File: src/rtl/color_encoder_if.sv
// Pixel-in / packed-word-out handshake bundle for color_encoder.
// master = pixel producer plus word consumer; slave = the encoder.
interface color_encoder_if #(
  parameter int COLOR_W = 8
);
  logic               in_valid;
  logic [COLOR_W-1:0] in_pixel;
  logic               in_last;
  logic               in_ready;
  logic               out_valid;
  logic [7:0]         out_word;
  logic               out_last;
  logic               out_ready;

  modport master (
    output in_valid, in_pixel, in_last, out_ready,
    input  in_ready, out_valid, out_word, out_last
  );

  modport slave (
    input  in_valid, in_pixel, in_last, out_ready,
    output in_ready, out_valid, out_word, out_last
  );
endinterface

File: src/rtl/color_encoder.sv
// Maps pixels to 2-bit palette codes and packs four per byte; word out 1 cycle after its closing pixel.
// in_ready = !out_valid || out_ready, so a held word stalls input while a draining word does not.
module color_encoder #(
  parameter int COLOR_W = 8
) (
  input  logic               clk,
  input  logic               rst_n,
  input  logic               i_load_palette,
  input  logic [COLOR_W-1:0] i_first_color,
  input  logic [COLOR_W-1:0] i_second_color,
  input  logic               i_err_clear,
  output logic [7:0]         o_err_count,
  color_encoder_if.slave     bus
);

  logic [COLOR_W-1:0] r_first;
  logic [COLOR_W-1:0] r_second;
  logic [1:0]         r_slot;
  logic [7:0]         r_acc;
  logic               r_out_valid;
  logic [7:0]         r_out_word;
  logic               r_out_last;
  logic [7:0]         r_err;

  logic               w_accept;
  logic               w_close;
  logic [1:0]         w_code;
  logic [7:0]         w_word;

  assign bus.in_ready  = !r_out_valid || bus.out_ready;
  assign bus.out_valid = r_out_valid;
  assign bus.out_word  = r_out_word;
  assign bus.out_last  = r_out_last;
  assign o_err_count   = r_err;

  assign w_accept = bus.in_valid && bus.in_ready;
  assign w_close  = w_accept && ((r_slot == 2'd3) || bus.in_last);

  always_comb begin
    if (bus.in_pixel == r_first) begin
      w_code = 2'b00;
    end else if (bus.in_pixel == r_second) begin
      w_code = 2'b01;
    end else if (bus.in_pixel == '0) begin
      w_code = 2'b10;
    end else begin
      w_code = 2'b11;
    end
  end

  // Slots above the current one carry the pad code; harmless mid-word since later pixels overwrite them.
  always_comb begin
    w_word = r_acc;
    for (int k = 0; k < 4; k++) begin
      if (k == int'(r_slot)) begin
        w_word[2*k +: 2] = w_code;
      end else if (k > int'(r_slot)) begin
        w_word[2*k +: 2] = 2'b10;
      end
    end
  end

  // Palette is read combinationally above, so a same-cycle pixel sees the old entries.
  always_ff @(posedge clk or negedge rst_n) begin
    if (!rst_n) begin
      r_first  <= '0;
      r_second <= '0;
    end else if (i_load_palette) begin
      r_first  <= i_first_color;
      r_second <= i_second_color;
    end
  end

  always_ff @(posedge clk or negedge rst_n) begin
    if (!rst_n) begin
      r_slot <= 2'd0;
      r_acc  <= 8'd0;
    end else if (w_accept) begin
      if (w_close) begin
        r_slot <= 2'd0;
        r_acc  <= 8'd0;
      end else begin
        r_slot <= r_slot + 2'd1;
        r_acc  <= w_word;
      end
    end
  end

  always_ff @(posedge clk or negedge rst_n) begin
    if (!rst_n) begin
      r_out_valid <= 1'b0;
      r_out_word  <= 8'd0;
      r_out_last  <= 1'b0;
    end else if (w_close) begin
      r_out_valid <= 1'b1;
      r_out_word  <= w_word;
      r_out_last  <= bus.in_last;
    end else if (bus.out_ready) begin
      r_out_valid <= 1'b0;
    end
  end

  always_ff @(posedge clk or negedge rst_n) begin
    if (!rst_n) begin
      r_err <= 8'd0;
    end else if (i_err_clear) begin
      r_err <= 8'd0;
    end else if (w_accept && (w_code == 2'b11) && (r_err != 8'hFF)) begin
      r_err <= r_err + 8'd1;
    end
  end

endmodule

File: src/flat_wrapper.sv
// flat-port wrapper written by rule: the top's interface ports become plain ports
module color_encoder_flat 
#(
  parameter int COLOR_W = 8
)
  (clk, rst_n, i_load_palette, i_first_color, i_second_color, i_err_clear, o_err_count, bus_in_valid, bus_in_pixel, bus_in_last, bus_out_ready, bus_in_ready, bus_out_valid, bus_out_word, bus_out_last);
  color_encoder_if #(.COLOR_W(COLOR_W)) bus_i ();
  input  logic clk;
  input  logic rst_n;
  input  logic i_load_palette;
  input  logic [COLOR_W-1:0] i_first_color;
  input  logic [COLOR_W-1:0] i_second_color;
  input  logic i_err_clear;
  output logic [7:0] o_err_count;
  input wire logic [$bits(bus_i.in_valid)-1:0] bus_in_valid;
  input wire logic [$bits(bus_i.in_pixel)-1:0] bus_in_pixel;
  input wire logic [$bits(bus_i.in_last)-1:0] bus_in_last;
  input wire logic [$bits(bus_i.out_ready)-1:0] bus_out_ready;
  output wire logic [$bits(bus_i.in_ready)-1:0] bus_in_ready;
  output wire logic [$bits(bus_i.out_valid)-1:0] bus_out_valid;
  output wire logic [$bits(bus_i.out_word)-1:0] bus_out_word;
  output wire logic [$bits(bus_i.out_last)-1:0] bus_out_last;
  assign bus_i.in_valid = bus_in_valid;
  assign bus_i.in_pixel = bus_in_pixel;
  assign bus_i.in_last = bus_in_last;
  assign bus_i.out_ready = bus_out_ready;
  assign bus_in_ready = bus_i.in_ready;
  assign bus_out_valid = bus_i.out_valid;
  assign bus_out_word = bus_i.out_word;
  assign bus_out_last = bus_i.out_last;
  color_encoder #(.COLOR_W(COLOR_W)) u_core (.clk(clk), .rst_n(rst_n), .i_load_palette(i_load_palette), .i_first_color(i_first_color), .i_second_color(i_second_color), .i_err_clear(i_err_clear), .o_err_count(o_err_count), .bus(bus_i));
endmodule
File: config.mk
export PLATFORM = sky130hd
export DESIGN_NAME = color_encoder_flat
export DESIGN_NICKNAME = d
export VERILOG_FILES = /design/src/rtl/color_encoder_if.sv /design/src/rtl/color_encoder.sv /design/src/flat_wrapper.sv
export SDC_FILE = /design/constraint.sdc
export NUM_CORES = 1
export LEC_CHECK = 0
export CORE_MARGIN = 2
export CORE_UTILIZATION = 53
export CTS_CLUSTER_SIZE = 14
export DETAILED_ROUTE_END_ITERATION = 16
export GPL_TIMING_DRIVEN = 0
export PLACE_DENSITY = 0.86
export SLEW_MARGIN = 20
export SYNTH_ARGS = -nofsm -noshare
export SYNTH_HDL_FRONTEND = slang
export SYNTH_SLANG_ARGS = --single-unit
export TNS_END_PERCENT = 30
File: constraint.sdc
create_clock -name clk -period 5.34 [get_ports clk]
set_input_delay 1.335 -clock clk [delete_from_list [all_inputs] [get_ports clk]]
set_output_delay 1.335 -clock clk [all_outputs]
set_load 0.01 [all_outputs]
==> results of run 1 <==
==> registers in the layout, summed over array words and instances (netlist names) <==
signal / count
u_core.r_first: 8
u_core.bus.out_last: 1
u_core.r_slot: 2
u_core.bus.out_valid: 1
u_core.bus.out_word: 8
u_core.r_acc: 6
u_core.o_err_count: 8
u_core.r_second: 8
==> routing by layer <==
layer  up-vias  global-route usage (%)
li1        751                       -
met1       755                    26.9
met2        44                    36.8
met3         5                    6.30
met4         0                    4.59
met5         -                       0
==> cell type report <==
class / count / share of cell area (%)
Buffer: 5 / 0.970
Inverter: 3 / 0.416
Timing Repair Buffer: 48 / 17.9
Multi-Input combinational cell: 130 / 35.4
Sequential cell: 42 / 38.8
Clock inverter: 3 / 1.66
Clock buffer: 5 / 2.54
Tap cell: 48 / 2.22
==> worst max-delay path, cell delays in order <==
cell and delay, ns:
clkdlybuf4s50_1 0.46, nand2b_1 0.17, clkdlybuf4s50_1 0.56
==> worst max-delay path by stage <==
stage | from | to | slack [ns] | cells after the start
floorplan | bus_out_ready | bus_in_ready | 2.47 | 1
global placement | bus_out_ready | bus_in_ready | 1.50 | 3
detailed placement | bus_out_ready | bus_in_ready | 1.49 | 3
CTS | bus_out_ready | bus_in_ready | 1.48 | 3
global route | bus_out_ready | bus_in_ready | 1.44 | 3
finish | bus_out_ready | bus_in_ready | 1.49 | 3
==> stage by stage <==
step	util, %	area [µm²]	power, mW	instances
global route	73.4	2710	0.907	284
detailed placement	70.3	2590	0.613	276
floorplan	-	2050	0.512	180
CTS	73.4	2710	0.863	284
finish	73.4	2710	0.855	284
global placement	69.9	2580	0.605	275
==> placed cells by master, fill, tap and decap left out, drive strengths merged, types with 2 or more instances in the layout <==
master and n:
a21oi 9, a22o 3, a32o 5, and2 2
and3 2, buf 4, clkbuf 8, clkdlybuf4s50 46
clkinvlp 2, dfrtp 42, ha 6, inv 3
mux2 18, mux2i 2, nand2 12, nand2b 3
nand3 6, nor2 14, nor3 2, nor4 4
o21ai 11, or3 5, or4 2, xor2 17
==> where the power goes <==
| group | switching, mW | internal (mW) |
|---|---|---|
| clock | 0.111 | 0.139 |
| combinational | 0.0923 | 0.118 |
| sequential | 0.0308 | 0.365 |
| total | 0.234 | 0.621 |
==> cells by family (layout without fill, tap and decap cells) <==
group | count (synthesis) | after routing | share of synthesized area, %
adders and majority gates | 6 | 6 | 3.67
muxes | 20 | 20 | 10.9
buffers and inverters | 8 | 64 | 1.83
DFF | 42 | 42 | 51.3
and+or+nand+nor | 53 | 53 | 13.7
AOI/OAI and AO/OA | 33 | 33 | 10.9
xor gates and xnor gates | 18 | 18 | 7.70
==> metrics.yaml, run 1 <==
critical_path:
  worstReg2RegStart: "u_core.o_err_count[2]"
  r2r_end: "u_core.o_err_count[6]"
  worstSetupPathType: "input pin to output pin"
  cp-start-kind: "input pin"
  cp.required_ns: 4.01
  endpoint_kind: "output pin"
  reg2reg_depth: 7
  worstPathArrival_ns: 2.52
  crit_path_max_fanout: 4
  r2r_slack_ns: 3.35
drt:
  viasPerCell: 5.48
  drt_wl_total_um: 4060
  avgRoutedWirePerCell_um: 14.3
  met3WireLength_um: 203
  wl_met2_um: 2050
  final_antenna_net_count: 0
  dr.pass1.iters: 4
  wl_met1_um: 1780
  drc_errors: 0
  initialDrtViolationCount: 66
  maxUsedRoutingLayer: "met4"
  vias: 1555
die:
  die_x_um: 66.2
  die_y_um: 66.2
  start_util_pct: 55.5
  dieArea_um2: 4380
  ios: 50
  placementRows: 22
  core_um2: 3690
yosys:
  yosysTopAreaCellShare_pct: 51.3
  syn_nets: 217
  post-synth-top-area-cell: "dfrtp_1"
  synth_area_leaders: "dfrtp_1 (51%), mux2_2 (9.9%), xor2_1 (7.3%)"
  seq_area_frac_synth_pct: 51.3
  netlist_instances: 180
  synth-edff-count: 0
  synth_common_cells: "dfrtp_1 (42), mux2_2 (18), xor2_1 (17)"
  async_flop_share_pct: 100
  yosys.cell_count.top_type: "dfrtp_1"
  ys_types: 34
  synth_ff_type: "dfrtp_1"
  yosys_register_bits: 42
  synth_area_per_cell_um2: 11.4
  yosys_warnings: 0
  syn-cell-area_um2: 2050
min_path:
  hp-start: "u_core.bus.out_word[4]"
  hold_path_end: "u_core.bus.out_word[4]"
  hold_path.class: "flop to flop"
  holdPathStages: 2
clock_network:
  cts.clk_slew.worst_paths_ns: 0.08
  hold_buffers: 0
  postCtsSetupBuffers: 0
  ctsResizeCount: 0
  tritoncts: "yes"
  cts-buffers-inserted: 5
  cts_buffer_depth: 2
  cts_root_buf: "clkbuf_8"
  cts.sinks: 42
  clkLatencyLatePin_ns: 0.29
  htreeDepth: 2
sta:
  grt_setup_unrepaired: "false"
  slew_viol_final: 0
  finClkSkew_ns: 0.00406
  setup_viol: 0
  worst_slack_ns: 1.49
  post-route-period-util_pct: 72.2
  timing.fmax_mhz: 260
  period_needed_ns: 3.85
  tns_ns: 0
  worst_pin_slew_ns: 0.889
  slew_headroom_pct: 40.2
  holdWs_ns: 0.498
  hold_viol_final: 0
finish:
  fill_cells: 283
  multi_input_area_um2: 960
  antenna_cells: 0
  nets: 272
  seqCellArea_um2: 1050
  syn2layout_area_growth_pct: 32.2
  drive_above_1_share_pct: 14.8
grt:
  grt_pass1_vias: 1592
  grt_first_pass_wirelength_um: 7160
  overflow: 0
  grt_usage_pct: 21.5
  grt_max_degree: 33
  antenna_found_initial: 0
pwr:
  pwr_density_cell_nw_per_um2: 316
  peakVddDrop_mv: 0.224
  p_leak_nw: 1.12
outcome:
  status: "complete, no violations"
placed_design:
  place_congestion: 0.784
  numPortBuffers: 47
  pre_cts_slack_ns: 1.49
  dp_hpwl_um: 3100
run:
  cap_viol_max_count: 0
No activity file was read; power rests on OpenSTA's default activity.
==> run 2, diff against run 1 <==
- CORE_UTILIZATION: 53 -> 49
- PLACE_DENSITY: 0.86 -> 0.8
- clock period: 5.34 -> 3.65 ns (I/O delays scaled with it)
==> run 2 against run 1 <==
- combinational power is 46% higher
- count of clock-buffer cells in the layout rose by 2
- routed wire length increased by 0.30%
==> metrics.yaml, run 2 (synthesis gave the netlist of run 1 again) <==
drt:
  avgRoutedWirePerCell_um: 14.2
  vias: 1553
  drt_wl_total_um: 4070
  initialDrtViolationCount: 115
  final_antenna_net_count: 0
  viasPerCell: 5.43
  dr.pass1.iters: 4
  drc_errors: 0
grt:
  antenna_found_initial: 0
  grt_first_pass_wirelength_um: 6720
  grt_pass1_vias: 1513
  grt_max_degree: 30
  overflow: 0
  grt_usage_pct: 19.7
placed_design:
  dp_hpwl_um: 3040
  placed_cells: 278
  numPortBuffers: 47
  place_area_um2: 2600
  place_congestion: 0.812
  pre_cts_slack_ns: 0.618
die:
  ios: 50
  start_util_pct: 51.2
  die_y_um: 68.7
  core_um2: 4000
  placementRows: 23
  die_x_um: 68.7
  dieArea_um2: 4710
sta:
  slew_viol_final: 0
  hold_viol_final: 0
  holdWs_ns: 0.495
  tns_ns: 0
  timing.fmax_mhz: 333
  worst_slack_ns: 0.647
  worst_pin_slew_ns: 0.895
  grt_setup_unrepaired: "false"
  post-route-period-util_pct: 82.3
  slew_headroom_pct: 39.9
  setup_viol: 0
  period_needed_ns: 3.00
  finClkSkew_ns: 0.00864
critical_path:
  cp.required_ns: 2.74
  worstPathArrival_ns: 2.09
  worstSetupPathType: "input pin to output pin"
  crit_path_frequent_cell: "clkdlybuf4s50_1"
  cp-start-kind: "input pin"
  path_cells: "clkdlybuf4s50_1, nand2b_1, clkdlybuf4s50_1"
  slowest_delay_ns: 0.56
  endpoint_kind: "output pin"
  crit_slowest_cell: "clkdlybuf4s50_1"
  crit_path_max_fanout: 4
clock_network:
  cts-buffers-inserted: 5
  htreeDepth: 2
  clkLatencyLatePin_ns: 0.30
  cts_buffer_depth: 2
  cts_root_buf: "clkbuf_8"
  tritoncts: "yes"
  postCtsSetupBuffers: 0
  cts.clk_slew.worst_paths_ns: 0.07
  hold_buffers: 0
  cts.sinks: 42
  ctsResizeCount: 0
pwr:
  p_comb_share_pct: 24.6
  switching_share_pct: 26.9
  pwr_density_cell_nw_per_um2: 460
  p_leak_nw: 1.12
  p_int_uw: 910
  peakVddDrop_mv: 0.296
  p_total_mw: 1.24
  p_sw_uw: 334
  p_clk_share_pct: 28.8
  pwr-share-seq_pct: 46.6
finish:
  fill_cells: 337
  syn2layout_area_growth_pct: 31.9
  mostFrequentLayoutCells: "clkdlybuf4s50_1 (46), dfrtp_1 (42), mux2_2 (18)"
  antenna_cells: 0
  design_area_um2: 2700
  nets: 272
  final_common_cell: "clkdlybuf4s50_1"
  drive_above_1_share_pct: 14.0
  fin_cells: 286
  utilization_pct: 67.6
outcome:
  status: "complete, no violations"
run:
  cap_viol_max_count: 0
min_path:
  hold_path.class: "flop to flop"
run 2: changes by cell type in the layout (fill, tap and decap cells not counted), sizes merged:
| cell | delta |
|---|---|
| clkbuf | +2 |
| clkinvlp | -2 |
run 2: area by class of cell:
type	count	area, µm²	area share [%]
clock inverters	1	30.0	1.11
multi-input cells	130	960	35.5
repair buffers	48	485	18.0
clock buffers	7	76.3	2.82
flip-flops and latches	42	1050	38.9
well taps	50	62.6	2.31
plain buffers	5	26.3	0.972
inverters	3	11.3	0.417
run 2: worst paths after layout:
check | startpoint | end | slack [ns] | cells past startpoint
hold / removal | u_core.bus.out_word[7] | u_core.bus.out_word[7] | 0.49 | 1
setup reg to reg | u_core.r_second[2] | u_core.bus.out_word[0] | 1.65 | 6
setup / recovery | bus_out_ready | bus_in_ready | 0.65 | 3
max in group asynchronous | rst_n | u_core.r_second[2] | 2.69 | 2
hold reg to reg | u_core.bus.out_word[7] | u_core.bus.out_word[7] | 0.49 | 1
min in group asynchronous | rst_n | u_core.bus.out_valid | 0.50 | 1
run 2: power groups by stage:
stage               logic, mW  clock network [mW]  registers, mW
floorplan               0.154                   0          0.596
global placement        0.299                   0          0.586
detailed placement      0.308                   0          0.589
CTS                     0.309               0.368          0.580
global route            0.339               0.384          0.590
finish                  0.306               0.359          0.580
run 2: per-layer routing:
layer  GRT usage [%]  up-vias  share of wire, %
met2            33.4       40                49
met1            23.7      755                44
li1                -      752                 -
met3            6.01        6               5.4
met5               0        -                 0
met4            6.75        0               1.5
run 2: worst max-delay path, delay by kind of cell:
kind	cells	cell delay (ns)
buffers and inverters	2	1.01
AND/OR/NAND/NOR	1	0.17
